==> src/rtl/avlmm_pkg.sv <==
// Shared state encoding and limits for the Avalon-MM host and its counters.
package avlmm_pkg;

    typedef enum logic [1:0] {IDLE, REQ, RLAT, RSP} avlmm_host_state_t;

    localparam int MAX_READ_LATENCY = 7;

endpackage

==> src/rtl/avlmm_tmo_cnt.sv <==
// Clearable up-counter whose terminal flag marks the cycle it holds the programmed last value.
module avlmm_tmo_cnt
    import avlmm_pkg::*;
#(
    parameter int WIDTH = 8
) (
    input  logic             clk,
    input  logic             rst_n,
    input  logic             clr,
    input  logic             inc,
    input  logic [WIDTH-1:0] last,
    output logic             term
);

    logic [WIDTH-1:0] cnt_q;
    logic [WIDTH-1:0] cnt_d;

    always_comb begin
        cnt_d = cnt_q;
        if (clr) begin
            cnt_d = '0;
        end else if (inc) begin
            cnt_d = cnt_q + 1'b1;
        end
    end

    always_ff @(posedge clk or negedge rst_n) begin
        if (!rst_n) begin
            cnt_q <= '0;
        end else begin
            cnt_q <= cnt_d;
        end
    end

    // Not gated by inc so the caller can qualify it without a combinational loop.
    assign term = (cnt_q == last);

endmodule

==> src/rtl/avlmm_host.sv <==
// Avalon-MM host: one command becomes one bus read or write with wait-state handling,
// fixed read latency and a stall timeout that returns an error response.
module avlmm_host
    import avlmm_pkg::*;
#(
    parameter int WORD_WIDTH     = 32,
    parameter int ADDR_WIDTH     = 5,
    parameter int READ_LATENCY   = 0,
    parameter int TIMEOUT_CYCLES = 256
) (
    input  logic                  clk,
    input  logic                  rst_n,
    input  logic                  cmd_valid,
    output logic                  cmd_ready,
    input  logic                  cmd_write,
    input  logic [ADDR_WIDTH-1:0] cmd_address,
    input  logic [WORD_WIDTH-1:0] cmd_writedata,
    output logic                  rsp_valid,
    input  logic                  rsp_ready,
    output logic [WORD_WIDTH-1:0] rsp_readdata,
    output logic                  rsp_error,
    output logic                  read,
    output logic                  write,
    output logic [ADDR_WIDTH-1:0] address,
    output logic [WORD_WIDTH-1:0] writedata,
    input  logic [WORD_WIDTH-1:0] readdata,
    input  logic                  waitrequest
);

    localparam int TMO_W = (TIMEOUT_CYCLES > 0) ? $clog2(TIMEOUT_CYCLES + 1) : 1;
    localparam int LAT_W = $clog2(MAX_READ_LATENCY + 1);
    localparam bit TMO_EN = (TIMEOUT_CYCLES > 0);
    localparam logic [TMO_W-1:0] TMO_LAST = TMO_W'((TIMEOUT_CYCLES > 0) ? TIMEOUT_CYCLES - 1 : 0);
    localparam logic [LAT_W-1:0] LAT_LAST = LAT_W'((READ_LATENCY > 0) ? READ_LATENCY - 1 : 0);

    avlmm_host_state_t     state_q, state_d;
    logic                  read_q, read_d;
    logic                  write_q, write_d;
    logic [ADDR_WIDTH-1:0] address_q, address_d;
    logic [WORD_WIDTH-1:0] writedata_q, writedata_d;
    logic                  rsp_valid_q, rsp_valid_d;
    logic [WORD_WIDTH-1:0] rsp_readdata_q, rsp_readdata_d;
    logic                  rsp_error_q, rsp_error_d;
    logic                  tmo_clr, tmo_inc, tmo_term;
    logic                  lat_clr, lat_inc, lat_term;

    avlmm_tmo_cnt #(.WIDTH(TMO_W)) u_tmo_cnt (
        .clk   (clk),
        .rst_n (rst_n),
        .clr   (tmo_clr),
        .inc   (tmo_inc),
        .last  (TMO_LAST),
        .term  (tmo_term)
    );

    avlmm_tmo_cnt #(.WIDTH(LAT_W)) u_lat_cnt (
        .clk   (clk),
        .rst_n (rst_n),
        .clr   (lat_clr),
        .inc   (lat_inc),
        .last  (LAT_LAST),
        .term  (lat_term)
    );

    always_comb begin
        state_d        = state_q;
        read_d         = read_q;
        write_d        = write_q;
        address_d      = address_q;
        writedata_d    = writedata_q;
        rsp_valid_d    = rsp_valid_q;
        rsp_readdata_d = rsp_readdata_q;
        rsp_error_d    = rsp_error_q;
        tmo_clr        = 1'b0;
        tmo_inc        = 1'b0;
        lat_clr        = 1'b0;
        lat_inc        = 1'b0;
        case (state_q)
            IDLE: begin
                if (cmd_valid) begin
                    address_d   = cmd_address;
                    writedata_d = cmd_writedata;
                    read_d      = ~cmd_write;
                    write_d     = cmd_write;
                    tmo_clr     = 1'b1;
                    state_d     = REQ;
                end
            end
            REQ: begin
                if (!waitrequest) begin
                    read_d  = 1'b0;
                    write_d = 1'b0;
                    if (write_q || READ_LATENCY == 0) begin
                        rsp_valid_d    = 1'b1;
                        rsp_readdata_d = write_q ? '0 : readdata;
                        rsp_error_d    = 1'b0;
                        state_d        = RSP;
                    end else begin
                        lat_clr = 1'b1;
                        state_d = RLAT;
                    end
                end else begin
                    // Abort on the TIMEOUT_CYCLES-th consecutive stall; a completing
                    // cycle never counts, so normal completion always wins.
                    tmo_inc = 1'b1;
                    if (TMO_EN && tmo_term) begin
                        read_d         = 1'b0;
                        write_d        = 1'b0;
                        rsp_valid_d    = 1'b1;
                        rsp_readdata_d = '0;
                        rsp_error_d    = 1'b1;
                        state_d        = RSP;
                    end
                end
            end
            RLAT: begin
                lat_inc = 1'b1;
                if (lat_term) begin
                    rsp_valid_d    = 1'b1;
                    rsp_readdata_d = readdata;
                    rsp_error_d    = 1'b0;
                    state_d        = RSP;
                end
            end
            RSP: begin
                if (rsp_ready) begin
                    rsp_valid_d = 1'b0;
                    state_d     = IDLE;
                end
            end
            default: state_d = IDLE;
        endcase
    end

    always_ff @(posedge clk or negedge rst_n) begin
        if (!rst_n) begin
            state_q        <= IDLE;
            read_q         <= 1'b0;
            write_q        <= 1'b0;
            address_q      <= '0;
            writedata_q    <= '0;
            rsp_valid_q    <= 1'b0;
            rsp_readdata_q <= '0;
            rsp_error_q    <= 1'b0;
        end else begin
            state_q        <= state_d;
            read_q         <= read_d;
            write_q        <= write_d;
            address_q      <= address_d;
            writedata_q    <= writedata_d;
            rsp_valid_q    <= rsp_valid_d;
            rsp_readdata_q <= rsp_readdata_d;
            rsp_error_q    <= rsp_error_d;
        end
    end

    assign cmd_ready    = (state_q == IDLE);
    assign read         = read_q;
    assign write        = write_q;
    assign address      = address_q;
    assign writedata    = writedata_q;
    assign rsp_valid    = rsp_valid_q;
    assign rsp_readdata = rsp_readdata_q;
    assign rsp_error    = rsp_error_q;

endmodule
==> config.mk <==
export PLATFORM = sky130hd
export DESIGN_NAME = avlmm_host
export DESIGN_NICKNAME = d
export VERILOG_FILES = /design/src/rtl/avlmm_pkg.sv /design/src/rtl/avlmm_tmo_cnt.sv /design/src/rtl/avlmm_host.sv
export SDC_FILE = /design/constraint.sdc
export NUM_CORES = 1
export LEC_CHECK = 0
export ABC_AREA = 1
export ABC_CLOCK_PERIOD_IN_PS = 2000
export BUFFER_PORTS_ARGS = -buffer_cell sky130_fd_sc_hd__buf_2
export CORE_MARGIN = 2
export CORE_UTILIZATION = 43
export DETAILED_ROUTE_END_ITERATION = 6
export PLACE_DENSITY_LB_ADDON = 0.05
export SLEW_MARGIN = 30
export SYNTH_ARGS = -nofsm -noshare
export SYNTH_HDL_FRONTEND = slang
export SYNTH_SLANG_ARGS = --single-unit
==> constraint.sdc <==
create_clock -name clk -period 2 [get_ports clk]
set_clock_uncertainty 0.2 [all_clocks]
set_input_delay 0.4 -clock clk [delete_from_list [all_inputs] [get_ports clk]]
set_output_delay 0.4 -clock clk [all_outputs]
set_load 0.02 [all_outputs]
; Word level (Yosys, flattened, before mapping)
; Index checks and enable logic that the tools add are counted.
[word_totals]
inputBits = 75
mem_bits_rw = 0
latch_bits = 0
romBits = 0
n_memories = 0
reg_bits = 87
[classes]
n_mul = 0
bitwise = 1
n_shift = 0
add_sub_neg = 2
magnitude_cmp = 0
eq_ne = 8
n_div = 0
n_reduce_logical = 11
mux = 32
[op_table]
columns = op, count
row1 = 2-to-1 mux 32 bit, 4
row2 = one-hot mux 32 bit (2 select lines), 1
row3 = 2-to-1 mux 9 bit, 2
row4 = 2-to-1 mux 1 bit, 15
row5 = 2-to-1 mux 2 bit, 5
row6 = adder 9 x 1 -> 9 bit (second input constant), 1
row7 = == test 9 x 8 -> 1 bit (second input constant), 1
row8 = one-hot mux 2 bit (4 select lines), 1
row9 = AND reduction 4 bit, 2
row10 = != test 2 bit (second input constant), 3
row11 = one-hot mux 1 bit (2 select lines), 3
row12 = AND reduction 3 bit, 2
row13 = nonzero test 2 bit, 3
row14 = == test 2 bit (second input constant), 2
row15 = adder 3 x 1 -> 3 bit (second input constant), 1
row16 = zero test 3 bit, 1
row17 = != test 3 bit (second input constant), 1
row18 = one-hot mux 1 bit (3 select lines), 1
row19 = nonzero test 3 bit, 1
row20 = == test 2 x 1 -> 1 bit (second input constant), 1
row21 = zero test 2 bit, 1
row22 = AND reduction 2 bit, 1
row23 = inverter 1 bit, 1

; Depth between registers and ports, before layout
[depth]
ltp_word = 4
ltp_mapped = 13
mapped_depth_nobuf = 12

; Hierarchy
; From an unflattened synthesis, not the netlist that was laid out.
[hier_totals]
cells_unflattened = 465
hier_area_um2 = 3926.3
[by_module_without_submodules]
columns = mod, area_per_inst_um2, cells_each, seq_area_each_um2, instances
row1 = avlmm_host, 3105.5, 357, 1876.8, 1
row2 = avlmm_tmo_cnt at u_tmo_cnt, 638.1, 84, 225.2, 1
row3 = avlmm_tmo_cnt at u_lat_cnt, 182.7, 24, 75.1, 1

; Worst setup path before layout
; Ideal clock, no wire load.
[synth_timing]
path_type = register to register
from = register u_tmo_cnt.cnt_q[1]
to = register rsp_readdata_q[20], in the netlist rsp_readdata[20]
n_path_buf = 2
slack_ns = 0.017
period_less_slack_ns = 1.983
t_required_ns = 1.670
path_stages_with_launch = 14
setup_time_ns = 0.130
arrival_time_ns = 1.653
path_cell_list = dfrtp_1 -> ha_1 -> nand3_1 -> nor2_1 -> nand2_1 -> nor2_1 -> ha_1 -> inv_1 -> nand2_2 -> o211ai_2 -> buf_6 -> buf_6 -> nand2_1 -> o21ai_0
[synth_via]
elab_chain_cells = 3
[synth_rtl]
columns = element, line_no
row1 = "start, declared", avlmm_tmo_cnt.sv:15  ; logic [WIDTH-1:0] cnt_q;
row2 = "start signal, assigned", avlmm_tmo_cnt.sv:31  ; cnt_q <= cnt_d;
row3 = == test 9 x 8 -> 1 bit, avlmm_tmo_cnt.sv:36  ; assign term = (cnt_q == last);
row4 = != test 3 bit (no source line), n/a
row5 = AND reduction 3 bit (no source line), n/a
row6 = "end signal, assigned", avlmm_host.sv:152  ; rsp_readdata_q <= rsp_readdata_d;
row7 = "end, declared", avlmm_host.sv:42  ; logic [WORD_WIDTH-1:0] rsp_readdata_q, rsp_readdata_d;
; Every way passes these cells.
; A chain may end at the register's enable or synchronous reset.

; Worst setup path after layout
[layout_timing]
from = register u_tmo_cnt.cnt_q[0]
to = register rsp_readdata_q[16], in the netlist rsp_readdata[16]
; Same word-level chain as after synthesis.

==> run_results.csv <==
group,metric,value,unit
outcome,status,"finished with violations",
outcome,failed_checks,"setup timing",
place,detailed_place.area,4640,sq um
final_layout,end_of_flow_core_utilization,0.620,
detailed_routing,post_detailed_routing_wire_length,8420,um
timing,fin_ws,-44.3,ps
yosys,netlist.area_leader.share,0.590,
clocking,ctsRootBufferMaster,"sky130_fd_sc_hd__clkbuf_8",
detailed_routing,wl_per_cell,12.2,um
detailed_routing,firstDrtPassIters,4,
power_and_ir_drop,power-per-cell-area,1680,nW/um^2
timing,final.min_clock_period,2040,ps
detailed_routing,antenna_violation_net_count_after_detailed_routing,0,
yosys,post-synth-top-area-cell,"sky130_fd_sc_hd__dfrtp_1",
die,die-width,96.7,um
yosys,yosys-top-cells-area,"sky130_fd_sc_hd__dfrtp_1, sky130_fd_sc_hd__nand2_1, sky130_fd_sc_hd__o21ai_0, sky130_fd_sc_hd__ha_1, sky130_fd_sc_hd__inv_1",
die,rows,33,
critical_path,critPathRequiredTime,2030,ps
clocking,cts_inserted_buffers,9,
place,gp_congestion,0.786,
clocking,clkLatencyLatePin,350,ps
critical_path,critical_path_arrival,2080,ps
critical_path,critPathMaxFanout,23,
yosys,synth_area,3690,sq um
clocking,path_clk_slew,90,ps
timing,rsz0062_at_grt,"yes",
global_route,first_global_vias,2989,
global_route,grt.total_usage,0.178,
yosys,ys_seq_elements,87,
critical_path,timing.critical_path.slowest_stage_cell,"sky130_fd_sc_hd__dfrtp_1",
timing,finalCritPeriodShare,1.02,
timing,max_slew.worst_pin.slew,464,ps
hold_path,hold_class,"primary input to flop",
yosys,synth_seq_area_share,0.590,
yosys,synth_fp_nets,507,
detailed_routing,drcViolationCount,0,
timing,max_freq,489,MHz
critical_path,cpPeakStageDelay,360,ps
final_layout,area_growth,38.6,%
timing,timing.max_slew.rel_slack,0.691,
clocking,cts.sink_count,87,
final_layout,final_nets,666,
final_layout,fin_cells,692,
global_route,maximum_number_of_pins_on_one_net_before_global_route_repair,88,
die,io_pins,149,
global_route,global_route.overflow_total,0,
final_layout,fill_cells,729,
die,start_util,0.447,
clocking,ctsLongestPathBuffers,2,
place,place_hpwl,5550,um
global_route,grt_most_used_layer,"met2",
place,post_place_setup_slack,7.28,ps
power_and_ir_drop,max-vdd-ir-drop,0.648,mV
critical_path,cp_cell_sequence,"ha_2 > nand3_4 > nor2_4 > nand2_1 > nor2_1 > ha_2 > inv_2 > nand2_4 > o211ai_4 > clkbuf_16 > nand2_1 > o21ai_0",
critical_path,worstSetupStartpointType,"flop",
final_layout,post_route_cells_drive_above_1_share,0.387,
global_route,globalRouteMet3Util,0.0426,
run,drv.max_cap_violation_count,0,
final_layout,antenna_cells,0,
critical_path,crit_path_end_kind,"flop",
final_layout,final_design_area_no_fill,5120,sq um
power_and_ir_drop,cellLeakagePower,2.87,nW
global_route,grt_pass1_wl,13800,um
timing,final-max-slew-violation-count,0,
place,placed_cells,671,
place,port_buffers,148,
timing,hold_ws,32.2,ps
yosys,synth_cells,423,
global_route,grtUsageMet1,0.239,
detailed_routing,dr_total_vias,3232,
detailed_routing,post_drt_via_cell_ratio,4.67,
global_route,grt_antenna_before_repair,0,
yosys,yosysWarningCount,0,
die,fp.dieH,96.7,um
die,die_area,9340,sq um
die,fp.coreArea,8260,sq um
timing,setup_viol_count_final,12,
clocking,htree_num_levels,3,
global_route,grt_util_met2,0.271,
detailed_routing,drtIter0Drc,93,
clocking,cts_tree,"built",
critical_path,worstSetupPathType,"flop to flop",
yosys,synthesized_area_per_cell,8.73,sq um
timing,report.final.hold_viol_count,0,
yosys,yosys.cell_types.count,22,
## metrics by stage
step	TNS, ps	total power [W]
6_report	-353	0.00858
5_1_grt	-4250	0.00924
4_1_cts	0	0.00804
3_5_place_dp	0	0.00657
3_3_place_gp	0	0.00647
2_1_floorplan	0	0.00532
## flip-flops by register name, summed over array words and instances (netlist names)
signal,count
u_tmo_cnt.cnt_q,9
writedata,32
rsp_readdata,32
rsp_valid,1
rsp_error,1
write,1
state_q,2
address,5
u_lat_cnt.cnt_q,3
read,1
## kinds of logic (layout without fill, tap and decap cells)
family,count (synthesis),after routing,share of synthesized area
adders and majority gates,9,9,0.0305
AOI/OAI and AO/OA,50,50,0.0773
buffers and inverters,40,204,0.0535
and+or+nand+nor,235,235,0.244
xor gates and xnor gates,2,2,0.00475
DFF,87,87,0.590
## repair_timing
item                                   CTS  global route
setup endpoints to repair                4            41
gates cloned                             0             3
pin swaps                                0             2
hold buffers                             1             0
endpoints found under the hold margin   87             0
resized for setup                        1            65
setup buffers                            0             1
## cell usage after synthesis
| library cell | n |
|---|---|
| sky130_fd_sc_hd__inv_1 | 19 |
| sky130_fd_sc_hd__o21ai_0 | 31 |
| sky130_fd_sc_hd__clkbuf_2 | 1 |
| sky130_fd_sc_hd__o211ai_1 | 1 |
| sky130_fd_sc_hd__xor2_1 | 2 |
| sky130_fd_sc_hd__o21ai_2 | 6 |
| sky130_fd_sc_hd__inv_2 | 2 |
| sky130_fd_sc_hd__nand2_2 | 2 |
| sky130_fd_sc_hd__or2_2 | 2 |
| sky130_fd_sc_hd__a21oi_1 | 4 |
| sky130_fd_sc_hd__nor2_1 | 17 |
| sky130_fd_sc_hd__nand2_1 | 207 |
| sky130_fd_sc_hd__buf_6 | 5 |
| sky130_fd_sc_hd__o211ai_2 | 1 |
| sky130_fd_sc_hd__o21ai_1 | 6 |
| sky130_fd_sc_hd__o31ai_1 | 1 |
| sky130_fd_sc_hd__clkbuf_1 | 6 |
| sky130_fd_sc_hd__dfrtp_1 | 87 |
| sky130_fd_sc_hd__nand3_1 | 6 |
| sky130_fd_sc_hd__buf_2 | 7 |
| sky130_fd_sc_hd__nand4_1 | 1 |
| sky130_fd_sc_hd__ha_1 | 9 |
## report_power, final
part / internal [W] / leakage (nW) / switching, W
combinational: 0.00164 / 1.64 / 0.00262
sequential: 0.00247 / 1.11 / 0.000409
clock: 0.000833 / 0.114 / 0.000612
## per-layer routing
metal	vias up	share of wire
met4	0	0.026
met2	134	0.45
met3	17	0.069
met5	-	0
met1	1460	0.46
li1	1621	-
## critical path, delay by kind of cell, from the launching register on
kind | cells | cell delay [ps]
adders and majority gates | 2 | 390
AOI/OAI and AO/OA | 2 | 220
and+or+nand+nor | 6 | 480
DFF | 1 | 360
buffers and inverters | 2 | 280
## worst paths after layout
kind	start	to	slack, ps	cells after the start
setup / recovery	u_tmo_cnt.cnt_q[0]$_DFFE_PN0P_	rsp_readdata[16]$_DFFE_PN0P_	-40	12
hold / removal	cmd_writedata[26]	writedata[26]$_DFFE_PN0P_	30	3
setup reg to reg	u_tmo_cnt.cnt_q[0]$_DFFE_PN0P_	rsp_readdata[16]$_DFFE_PN0P_	-40	12
hold reg to reg	writedata[23]$_DFFE_PN0P_	writedata[23]$_DFFE_PN0P_	280	2
max in group asynchronous	rst_n	u_tmo_cnt.cnt_q[0]$_DFFE_PN0P_	810	3
min in group asynchronous	rst_n	rsp_readdata[22]$_DFFE_PN0P_	430	3
## cells in the final DEF (no fill, tap or decap)
cell type / count
sky130_fd_sc_hd__buf_2: 147
sky130_fd_sc_hd__nand3_1: 5
sky130_fd_sc_hd__ha_2: 3
sky130_fd_sc_hd__ha_1: 6
sky130_fd_sc_hd__nand2_2: 11
sky130_fd_sc_hd__a21oi_1: 4
sky130_fd_sc_hd__o31ai_1: 1
sky130_fd_sc_hd__nand4_1: 1
sky130_fd_sc_hd__nand3_4: 1
sky130_fd_sc_hd__o21ai_1: 18
sky130_fd_sc_hd__o21ai_2: 17
sky130_fd_sc_hd__nand2_4: 7
sky130_fd_sc_hd__bufinv_16: 3
sky130_fd_sc_hd__nor2_1: 15
sky130_fd_sc_hd__clkinvlp_4: 1
sky130_fd_sc_hd__clkbuf_8: 9
sky130_fd_sc_hd__nor2_4: 2
sky130_fd_sc_hd__clkbuf_1: 2
sky130_fd_sc_hd__dfrtp_1: 87
sky130_fd_sc_hd__o211ai_4: 1
sky130_fd_sc_hd__inv_2: 3
sky130_fd_sc_hd__clkbuf_16: 3
sky130_fd_sc_hd__xor2_1: 2
sky130_fd_sc_hd__o21ai_0: 8
sky130_fd_sc_hd__dlygate4sd3_1: 1
sky130_fd_sc_hd__clkinv_4: 1
sky130_fd_sc_hd__or2_2: 2
sky130_fd_sc_hd__inv_1: 18
sky130_fd_sc_hd__o211ai_1: 1
sky130_fd_sc_hd__buf_4: 10
sky130_fd_sc_hd__buf_12: 6
sky130_fd_sc_hd__nand2_1: 191
## cell type report
type                       instances  area (sq um)  share of cell area
clock buffer                      11           131              0.0257
clock inverter                     5           106              0.0208
inverter                          21          78.8              0.0154
multi-input combinational        296          1480               0.289
sequential                        87          2180               0.425
tap                              105           131              0.0257
timing repair buffer             167          1020               0.198
(Power assumes the default switching activity.)
